### src/rtl/menu_key_decoder.sv
// rtl/menu_key_decoder.sv - PS/2 set-2 make/break decoder driving the menu held-key code (optional MENU_KEY_TIMEOUT_EN)
module menu_key_decoder #(
  parameter int unsigned TIMEOUT_CYCLES = 650_000
) (
  input  logic       clk,
  input  logic       rst_n,
  input  logic [7:0] rx_data,
  input  logic       rx_valid,
  output logic [3:0] key,
  output logic       key_strobe
);

  localparam logic [3:0] KEY_NONE = 4'h0;
  localparam logic [3:0] KEY_1    = 4'h1;
  localparam logic [3:0] KEY_2    = 4'h2;
  localparam logic [3:0] KEY_3    = 4'h3;
  localparam logic [3:0] KEY_4    = 4'h4;
  localparam logic [3:0] KEY_ESC  = 4'hF;

  localparam logic [7:0] SC_BREAK = 8'hF0;
  localparam logic [7:0] SC_EXT   = 8'hE0;

  typedef enum logic [1:0] {
    ST_IDLE,
    ST_BRK,
    ST_EXT,
    ST_EXT_BRK
  } state_e;

  state_e     state_q, state_d;
  logic [3:0] key_q, key_d;
  logic       strobe_q, strobe_d;
  logic [3:0] mapped;
  logic       line_err;
  logic       prefix_timeout;

  function automatic logic [3:0] map_code(input logic [7:0] b);
    case (b)
      8'h16:   map_code = KEY_1;
      8'h1E:   map_code = KEY_2;
      8'h26:   map_code = KEY_3;
      8'h25:   map_code = KEY_4;
      8'h76:   map_code = KEY_ESC;
      default: map_code = KEY_NONE;
    endcase
  endfunction

  assign mapped   = map_code(rx_data);
  assign line_err = (rx_data == 8'h00) || (rx_data == 8'hFF);

`ifdef MENU_KEY_TIMEOUT_EN
  localparam int unsigned CW = (TIMEOUT_CYCLES > 1) ? $clog2(TIMEOUT_CYCLES) : 1;
  logic [CW-1:0] cnt_q, cnt_d;

  // Prefix age counter: runs only while a prefix is pending, restarts on every byte
  always_comb begin
    prefix_timeout = 1'b0;
    cnt_d          = '0;
    if (state_q != ST_IDLE && !rx_valid) begin
      if (cnt_q == CW'(TIMEOUT_CYCLES - 1)) begin
        prefix_timeout = 1'b1;
      end else begin
        cnt_d = cnt_q + 1'b1;
      end
    end
  end

  // Prefix age counter register
  always_ff @(posedge clk or negedge rst_n) begin
    if (!rst_n) begin
      cnt_q <= '0;
    end else begin
      cnt_q <= cnt_d;
    end
  end
`else
  logic timeout_cycles_unused;
  assign timeout_cycles_unused = (TIMEOUT_CYCLES != 0);
  assign prefix_timeout = 1'b0;
`endif

  // Next-state decode: one byte per rx_valid cycle, a stale prefix falls back to IDLE
  always_comb begin
    state_d  = state_q;
    key_d    = key_q;
    strobe_d = 1'b0;
    if (rx_valid) begin
      case (state_q)
        ST_IDLE: begin
          if (rx_data == SC_BREAK) begin
            state_d = ST_BRK;
          end else if (rx_data == SC_EXT) begin
            state_d = ST_EXT;
          end else if (line_err) begin
            key_d = KEY_NONE;
          end else if (mapped != KEY_NONE && mapped != key_q) begin
            key_d    = mapped;
            strobe_d = 1'b1;
          end
        end
        ST_BRK: begin
          if (rx_data == SC_BREAK) begin
            state_d = ST_BRK;
          end else if (rx_data == SC_EXT) begin
            state_d = ST_EXT;
          end else begin
            state_d = ST_IDLE;
            // Only a release of the currently held key clears it; stale breaks are ignored
            if (line_err || (mapped != KEY_NONE && mapped == key_q)) begin
              key_d = KEY_NONE;
            end
          end
        end
        ST_EXT: begin
          if (rx_data == SC_BREAK) begin
            state_d = ST_EXT_BRK;
          end else if (rx_data == SC_EXT) begin
            state_d = ST_EXT;
          end else begin
            state_d = ST_IDLE;
            if (line_err) begin
              key_d = KEY_NONE;
            end
          end
        end
        default: begin
          state_d = ST_IDLE;
          if (line_err) begin
            key_d = KEY_NONE;
          end
        end
      endcase
    end else if (prefix_timeout) begin
      state_d = ST_IDLE;
    end
  end

  // Decoder state, held key and press strobe registers
  always_ff @(posedge clk or negedge rst_n) begin
    if (!rst_n) begin
      state_q  <= ST_IDLE;
      key_q    <= KEY_NONE;
      strobe_q <= 1'b0;
    end else begin
      state_q  <= state_d;
      key_q    <= key_d;
      strobe_q <= strobe_d;
    end
  end

  assign key        = key_q;
  assign key_strobe = strobe_q;

endmodule
### config.mk
export PLATFORM = sky130hd
export DESIGN_NAME = menu_key_decoder
export DESIGN_NICKNAME = d
export VERILOG_FILES = /design/src/rtl/menu_key_decoder.sv
export SDC_FILE = /design/constraint.sdc
export NUM_CORES = 1
export LEC_CHECK = 0
export BUFFER_PORTS_ARGS = -buffer_cell sky130_fd_sc_hd__buf_2
export CAP_MARGIN = 20
export CORE_AREA = 2 2 39 41
export DETAILED_ROUTE_END_ITERATION = 12
export DIE_AREA = 0 0 41 43
export PLACE_DENSITY = 0.81
export SETUP_SLACK_MARGIN = 0.05
export SYNTH_ARGS = -nofsm -noshare
export SYNTH_HDL_FRONTEND = slang
export SYNTH_SLANG_ARGS = --single-unit
### constraint.sdc
create_clock -name clk -period 3.9 [get_ports clk]
set_clock_uncertainty 0.1 [all_clocks]
set_input_delay 0.585 -clock clk [delete_from_list [all_inputs] [get_ports clk]]
set_output_delay 0.585 -clock clk [all_outputs]
set_load 0.02 [all_outputs]
# After elaboration in Yosys (flattened, before gate mapping)
# Cells that the tools add are included.
[classes] n_reduce_logical=9 n_mux=24 eq_ne=21
[ops] op="$mux 4" count=10
[ops] op="$eq 8x8->1 const B" count=3
[ops] op="$pmux 4 s5" count=1
[ops] op="$eq 8x5->1 const B" count=2
[ops] op="$eq 8x6->1 const B" count=2
[ops] op="$ne 2x2->1 const B" count=7
[ops] op="$pmux 4 s3" count=1
[ops] op="$mux 2" count=5
[ops] op="$reduce_and 9->1" count=1
[ops] op="$eq 8x7->1 const B" count=1
[ops] op="$logic_not 8->1" count=1
[ops] op="$mux 1" count=6
[ops] op="$ne 3x3->1 const B" count=2
[ops] op="$pmux 2 s3" count=1
[ops] op="$eq 4x4->1" count=1
[ops] op="$ne 4x4->1" count=1
[ops] op="$reduce_bool 4->1" count=1
[ops] op="$eq 2x1->1 const B" count=1
[ops] op="$eq 2x2->1 const B" count=1
[ops] op="$logic_and 1x1->1" count=2
[ops] op="$logic_not 2->1" count=1
[ops] op="$logic_or 1x1->1" count=2
[ops] op="$reduce_and 2->1" count=1
[word_totals] ff_bits=7 output_inout_bits=5 wordCells=57 inputBits=11

# Logic depth before layout (Yosys ltp)
# Gate-level depths: netlist (run 1).
[depth] ltp_word=10 depth_mapped=7 ltp_nobuf=6

# Least setup slack after synthesis (run 1)
# OpenSTA, ideal clock, no wires.
[synth_timing] path_kind="input to register" start="input rx_data[6]" end="register key_q[0], in the netlist key[0]" setup_ps=130 t_required_ps=3670 stages=7 n_path_buf=1 arrival_time_ps=2213 slack_ps=1457 path_cell_list="buf_6 -> or4b_4 -> a31oi_4 -> mux2i_1 -> nand4_2 -> mux2i_1 -> o21ai_1"
[synth_between] elab_chain_cells=7 elab_cells_between_ends=34 classes_between="eq/ne: 18; mux: 9; reduce/logical: 7"
[synth_rtl] element="start, declared" line_no="7" source="input logic [7:0] rx_data,"
[synth_rtl] element="$eq 8x7->1 (tied with other cells)" line_no="38" source="case (b)"
[synth_rtl] element="$pmux 4 s5" line_no="38"
[synth_rtl] element="$eq 4x4->1 (tied with other cells)" line_no="109" source="if (line_err || (mapped != KEY_NONE && mapped == key_q)) begin"
[synth_rtl] element="$logic_and 1x1->1 or $mux 4 (tied branches)" line_no="109, 94"
[synth_rtl] element="$logic_or 1x1->1 or $mux 4 (tied branches)" line_no="109, 92"
[synth_rtl] element="$ne 2x2->1 (no source line) or $mux 4 (tied branches)"
[synth_rtl] element="$reduce_and 9->1 (no source line) or $pmux 4 s3 (tied branches)"
[synth_rtl] element="end signal, assigned" line_no="146" source="key_q <= key_d;"
[synth_rtl] element="end, declared" line_no="31" source="logic [3:0] key_q, key_d;"
# Several ways; a longest one is shown, not always the timed one. The select of a mux whose other input is x is not followed.
# A chain may end at the register's enable or synchronous reset.

# Final worst setup path (run 1)
[layout_timing] start="input rx_data[4]" end="register key_q[1], in the netlist key[1]"
# Same word-level chain as after synthesis.

==> results of run 1 <==
==> how the worst min path moves through the flow <==
stage                     start                    to  slack [ps]  cells past startpoint
final                     rst_n    key[0]$_DFFE_PN0P_          60                      1
after global placement    rst_n  key_strobe$_DFF_PN0_         320                      1
after CTS                 rst_n    key[0]$_DFFE_PN0P_          50                      1
after global routing      rst_n  key_strobe$_DFF_PN0_          50                      1
after detailed placement  rst_n  key_strobe$_DFF_PN0_         320                      1
after floorplan           rst_n    key[0]$_DFFE_PN0P_         190                      0
==> kinds of logic after synthesis <==
group           Yosys count  share of synthesized area [%]
compound gates           22                           26.0
flops                     7                           26.0
mux                       4                           5.95
simple gates             37                           34.0
xor+xnor                  1                           1.30
buf+inv                   6                           6.69
==> sequential cells by signal, summed over array words and instances (netlist names) <==
| name | flops |
|---|---|
| key | 4 |
| state_q | 2 |
| key_strobe | 1 |
==> power by group <==
| group | internal [W] | total (W) | switching [W] |
|---|---|---|---|
| Sequential | 0.0000739 | 0.0000753 | 0.00000134 |
| Combinational | 0.0000146 | 0.0000357 | 0.0000211 |
| Clock | 0.0000388 | 0.0000616 | 0.0000228 |
==> cells in the final DEF, fill, tap and decap left out, types with 2 or more instances in the layout <==
master | Yosys | final
inv_1 | 2 | 2
buf_2 | 0 | 15
nor3_1 | 2 | 2
nor2_1 | 6 | 6
nor2b_1 | 2 | 2
o21ai_1 | 4 | 4
dfrtp_1 | 7 | 7
nand2_1 | 9 | 9
o21ai_0 | 6 | 6
clkbuf_4 | 0 | 3
a32oi_1 | 5 | 5
a21oi_1 | 2 | 2
mux2i_1 | 4 | 4
nand4bb_1 | 2 | 2
nand2b_1 | 2 | 2
nand3_1 | 3 | 3
==> metal layers <==
| metal | vias up | share of wire, % |
|---|---|---|
| li1 | 330 | - |
| met1 | 289 | 47 |
| met2 | 9 | 51 |
| met3 | 0 | 2.3 |
| met4 | 0 | 0 |
| met5 | - | 0 |
==> layout make-up <==
| class | count | share of cell area (%) |
|---|---|---|
| Inverter | 2 | 0.992 |
| Timing Repair Buffer | 15 | 9.92 |
| Sequential cell | 7 | 23.1 |
| Tap cell | 16 | 2.64 |
| Multi-Input combinational cell | 64 | 59.8 |
| Clock buffer | 4 | 3.47 |
==> through the flow <==
step / instance area, um2 / utilization, % / hold slack, ps / std cells / setup slack [ps]
finish: 757 / 54.7 / 60.3 / 108 / 1440
global route: 757 / 54.7 / 53.0 / 108 / 1350
CTS: 757 / 54.7 / 54.2 / 108 / 1460
detailed placement: 731 / 52.8 / 319 / 104 / 1220
global placement: 731 / 52.8 / 321 / 104 / 1270
floorplan: 673 / - / 189 / 77 / 1460
==> impl_metrics.ini, run 1 <==
[global_routing]
grt_pass1_vias = 580
grt.overflow.total = 0
grt_antenna_before_repair = 0
busiest_layer = met2
met2_usage_pct = 30.9
globalRouteTotalUtil_pct = 20.4
grt_start_max_net_pins = 14
grt_pass1_wl_um = 2400
met1_usage_pct = 25.9
grt_util_met3_pct = 3.14

[sta]
slew_headroom_pct = 75.4
tightest_slew_ps = 364
setup_tns_ps = 0
hold_violations = 0
final.min_clock_period_ps = 2460
post-route-period-util_pct = 63.0
finalSetupViolCount = 0
maxSlewViolCount = 0
fmax_mhz = 407
rsz0062_at_grt = false

[critical_path]
r2r-end = key[1]$_DFFE_PN0P_
crit_top_cell = mux2i_1
end_kind = flip-flop
critical_path.max_stage_delay_ps = 600
setup.worst_path.start_class = input port
r2r_start = key[0]$_DFFE_PN0P_
required_ps = 3910
r2r_cells = 5
setup.worst_path.end = key[1]$_DFFE_PN0P_
worstPathMaxFanout = 13
cp_num_buf_inv = 1
worst_path_max_delay_cell = or4b_4
cp_num_cells = 7
path_class = input port to flip-flop
startpoint = rx_data[4]
path_cells = buf_2 -> or4b_4 -> a31oi_4 -> mux2i_1 -> nand4_2 -> mux2i_1 -> o21ai_1
rrSetupSlack_ps = 2190
critPathTopFamily = simple AND/OR/NAND/NOR gates
crit_arrival_ps = 2470

[clock_network]
cts_setup_buffers = 0
cts_resized = 0
clkSinkCount = 7
cts_hold_buf = 0
clk_pin_slew_ps = 50
root_buffer = clkbuf_4
cts_tree = done
cts.path.max_buffers = 2
cts_max_level = 1
cts_made_buffers = 3
clk_latency_ps = 240

[synth]
syn-cell-area_um2 = 673
synth_commonest_cells = nand2_1 (9), dfrtp_1 (7), nor2_1 (6), o21ai_0 (6), a32oi_1 (5)
synth_ff_type = dfrtp_1
syn_avg_cell_area_um2 = 8.74
netlist_instances = 77
async_reset_ff_share_pct = 100
yosysTopAreaCellShare_pct = 26.0
synth_seq_cells = 7
yosys_warnings = 0
synth_largest_area_cell = dfrtp_1
synth_edf_count = 0
yosysSeqAreaShare_pct = 26.0
ys_types = 33
yosysMostFrequentCell = nand2_1
synth_area_leaders = dfrtp_1 (26%), a32oi_1 (6.5%), mux2i_1 (5.9%)
syn_nets = 88

[detailed_routing]
wire_per_inst_um = 12.7
routed_wl_um = 1380
dr.first_iter.drc_count = 9
vias = 628
viasPerCell = 5.81
drc = 0
antenna_left = 0
dr.pass1.iters = 2

[final_layout]
diodes = 0
drive_gt1_share_pct = 27.2
n_fill_cell = 138
multi_input_area_um2 = 453
area_growth_pct = 12.5
seq_area_um2 = 175
layout.nets = 104

[placed_design]
dp_hpwl_um = 1100
port_buffers = 15
place.gp.congestion = 0.841

[power_and_ir_drop]
ir_drop_mv = 0.145
power_density_mw_per_mm2 = 228
power.leakage_nw = 0.308
p_total_w = 0.000173

[floorplanning]
die_y_um = 43
die_w_um = 41
num_rows = 14
initial_core_util_pct = 48.6
ioPinCount = 16
fp.coreArea_mm2 = 0.00138
fp.dieArea_mm2 = 0.00176

[job]
cap_violations = 0

[outcome]
outcome = finished, final reports clean

[worst_hold_path]
min-delay-path-class = input port to async pin
(Power assumes the default switching activity.)
==> run 2: changes to the inputs <==
--- a/config.mk
+++ b/config.mk
@@ -7,9 +7,8 @@
 export LEC_CHECK = 0
 export BUFFER_PORTS_ARGS = -buffer_cell sky130_fd_sc_hd__buf_2
 export CAP_MARGIN = 20
-export CORE_AREA = 2 2 39 41
+export CORE_UTILIZATION = 51
 export DETAILED_ROUTE_END_ITERATION = 12
-export DIE_AREA = 0 0 41 43
 export PLACE_DENSITY = 0.81
 export SETUP_SLACK_MARGIN = 0.05
 export SYNTH_ARGS = -nofsm -noshare
==> constraint.sdc (replaced) <==
create_clock -name clk -period 2.48 [get_ports clk]
set_clock_uncertainty 0.1 [all_clocks]
set_input_delay 0.372 -clock clk [delete_from_list [all_inputs] [get_ports clk]]
set_output_delay 0.372 -clock clk [all_outputs]
set_load 0.02 [all_outputs]
==> impl_metrics.ini, run 2 (synthesized netlist as in run 1, its figures left out) <==
[clock_network]
clkSinkCount = 7
cts_tree = done
root_buffer = clkbuf_4
clk_latency_ps = 250
cts_max_level = 1
cts_made_buffers = 3
cts.path.max_buffers = 2
clk_pin_slew_ps = 60

[detailed_routing]
vias = 631
viasPerCell = 5.79
antenna_left = 0
routed_wl_um = 1340
dr.first_iter.drc_count = 11
wire_per_inst_um = 12.3
drc = 0
dr.pass1.iters = 4

[power_and_ir_drop]
p_total_w = 0.000285
p_seq_share_pct = 41.5
power.internal_w = 0.000204
power.leakage_nw = 0.322
switchingPower_w = 0.0000810
ir_drop_mv = 0.381
clkPwrFrac_pct = 37.6
combPwrFrac_pct = 20.9
swShare_pct = 28.5
power_density_mw_per_mm2 = 365

[placed_design]
placed_area_um2 = 743
dp_hpwl_um = 1070
place.gp.congestion = 0.768
dp_cells = 104
port_buffers = 15

[final_layout]
layout.nets = 107
final_area_um2 = 779
final_cell_mix = buf_2 (15), nand2_1 (9), dfrtp_1 (7)
final_common_cell = buf_2
diodes = 0
drive_gt1_share_pct = 28.4
finalCoreUtilization_pct = 66.6
n_fill_cell = 111
seq_area_um2 = 175
final-instance-count-excl-fill = 109
multi_input_area_um2 = 453
largest_reg_flops = 4
area_growth_pct = 15.8

[outcome]
outcome = finished, final reports clean

[sta]
final.min_clock_period_ps = 2140
setup_tns_ps = 0
slew_headroom_pct = 73.8
tightest_slew_ps = 391
fmax_mhz = 467
hold_violations = 0
maxSlewViolCount = 0
finalSetupViolCount = 0
rsz0062_at_grt = false
post-route-period-util_pct = 86.4

[floorplanning]
initial_core_util_pct = 57.5
num_rows = 12
fp.dieArea_mm2 = 0.00147
die_w_um = 38.3
ioPinCount = 16
fp.coreArea_mm2 = 0.00117
die_y_um = 38.3

[critical_path]
worstPathMaxFanout = 10
path_class = input port to flip-flop
critical_path.max_stage_delay_ps = 530
required_ps = 2510
crit_top_cell = mux2i_1
worst_path_max_delay_cell = or4b_4
end_kind = flip-flop
setup.worst_path.start_class = input port
crit_arrival_ps = 2170
critPathTopFamily = simple AND/OR/NAND/NOR gates
cp_num_buf_inv = 1
path_cells = buf_2 -> or4b_4 -> a31oi_4 -> mux2i_1 -> nand4_2 -> mux2i_1 -> o21ai_1

[global_routing]
grt_pass1_wl_um = 2120
grt.overflow.total = 0
grt_pass1_vias = 521
grt_antenna_before_repair = 0
globalRouteTotalUtil_pct = 20.7
grt_start_max_net_pins = 13

[job]
cap_violations = 0

[worst_hold_path]
min-delay-path-class = input port to flip-flop
==> run 2: layer usage <==
layer	global-route usage, %	vias to the layer above	wire length, um
met2	34.3	15	654
met3	6.98	0	46
li1	-	329	-
met1	26.7	287	638
met5	0	-	0
met4	2.59	0	0
==> run 2: final cells by class <==
class	instances	area share, %
multi-input combinational	64	58.1
inverter	2	0.963
tap	14	2.25
timing repair buffer	18	12.8
sequential	7	22.5
clock buffer	4	3.37
==> run 2: path summary, 6_finish.rpt <==
path | from | endpoint | slack [ps] | cells past startpoint
max | rx_data[5] | key[3]$_DFFE_PN0P_ | 340 | 7
min | rx_valid | state_q[0]$_DFFE_PN0P_ | 280 | 2
max reg2reg | key[0]$_DFFE_PN0P_ | key[3]$_DFFE_PN0P_ | 700 | 5
min reg2reg | key[2]$_DFFE_PN0P_ | key[2]$_DFFE_PN0P_ | 460 | 2
max in group asynchronous | rst_n | key[1]$_DFFE_PN0P_ | 1740 | 2
min in group asynchronous | rst_n | key_strobe$_DFF_PN0_ | 380 | 2
==> run 2: power by group through the flow <==
stage	Clock (W)	Sequential [W]	Combinational (W)
after floorplan	0	0.000122	0.0000394
after global placement	0	0.000120	0.0000570
after detailed placement	0	0.000120	0.0000582
after CTS	0.000108	0.000118	0.0000596
after global routing	0.000113	0.000118	0.0000661
final	0.000107	0.000118	0.0000596
==> run 2: through the flow <==
stage	setup slack [ps]	hold slack, ps
after floorplan	250	-23.6
after global placement	140	105
after detailed placement	76.9	114
after CTS	351	276
after global routing	209	279
final	338	277
==> run 2: timing repair <==
item | 4_1_cts | 5_1_grt
buffers inserted | 0 | 0
hold buffers | 1 | 0
gates resized for setup | 0 | 0
endpoints found under the hold margin | 7 | 0
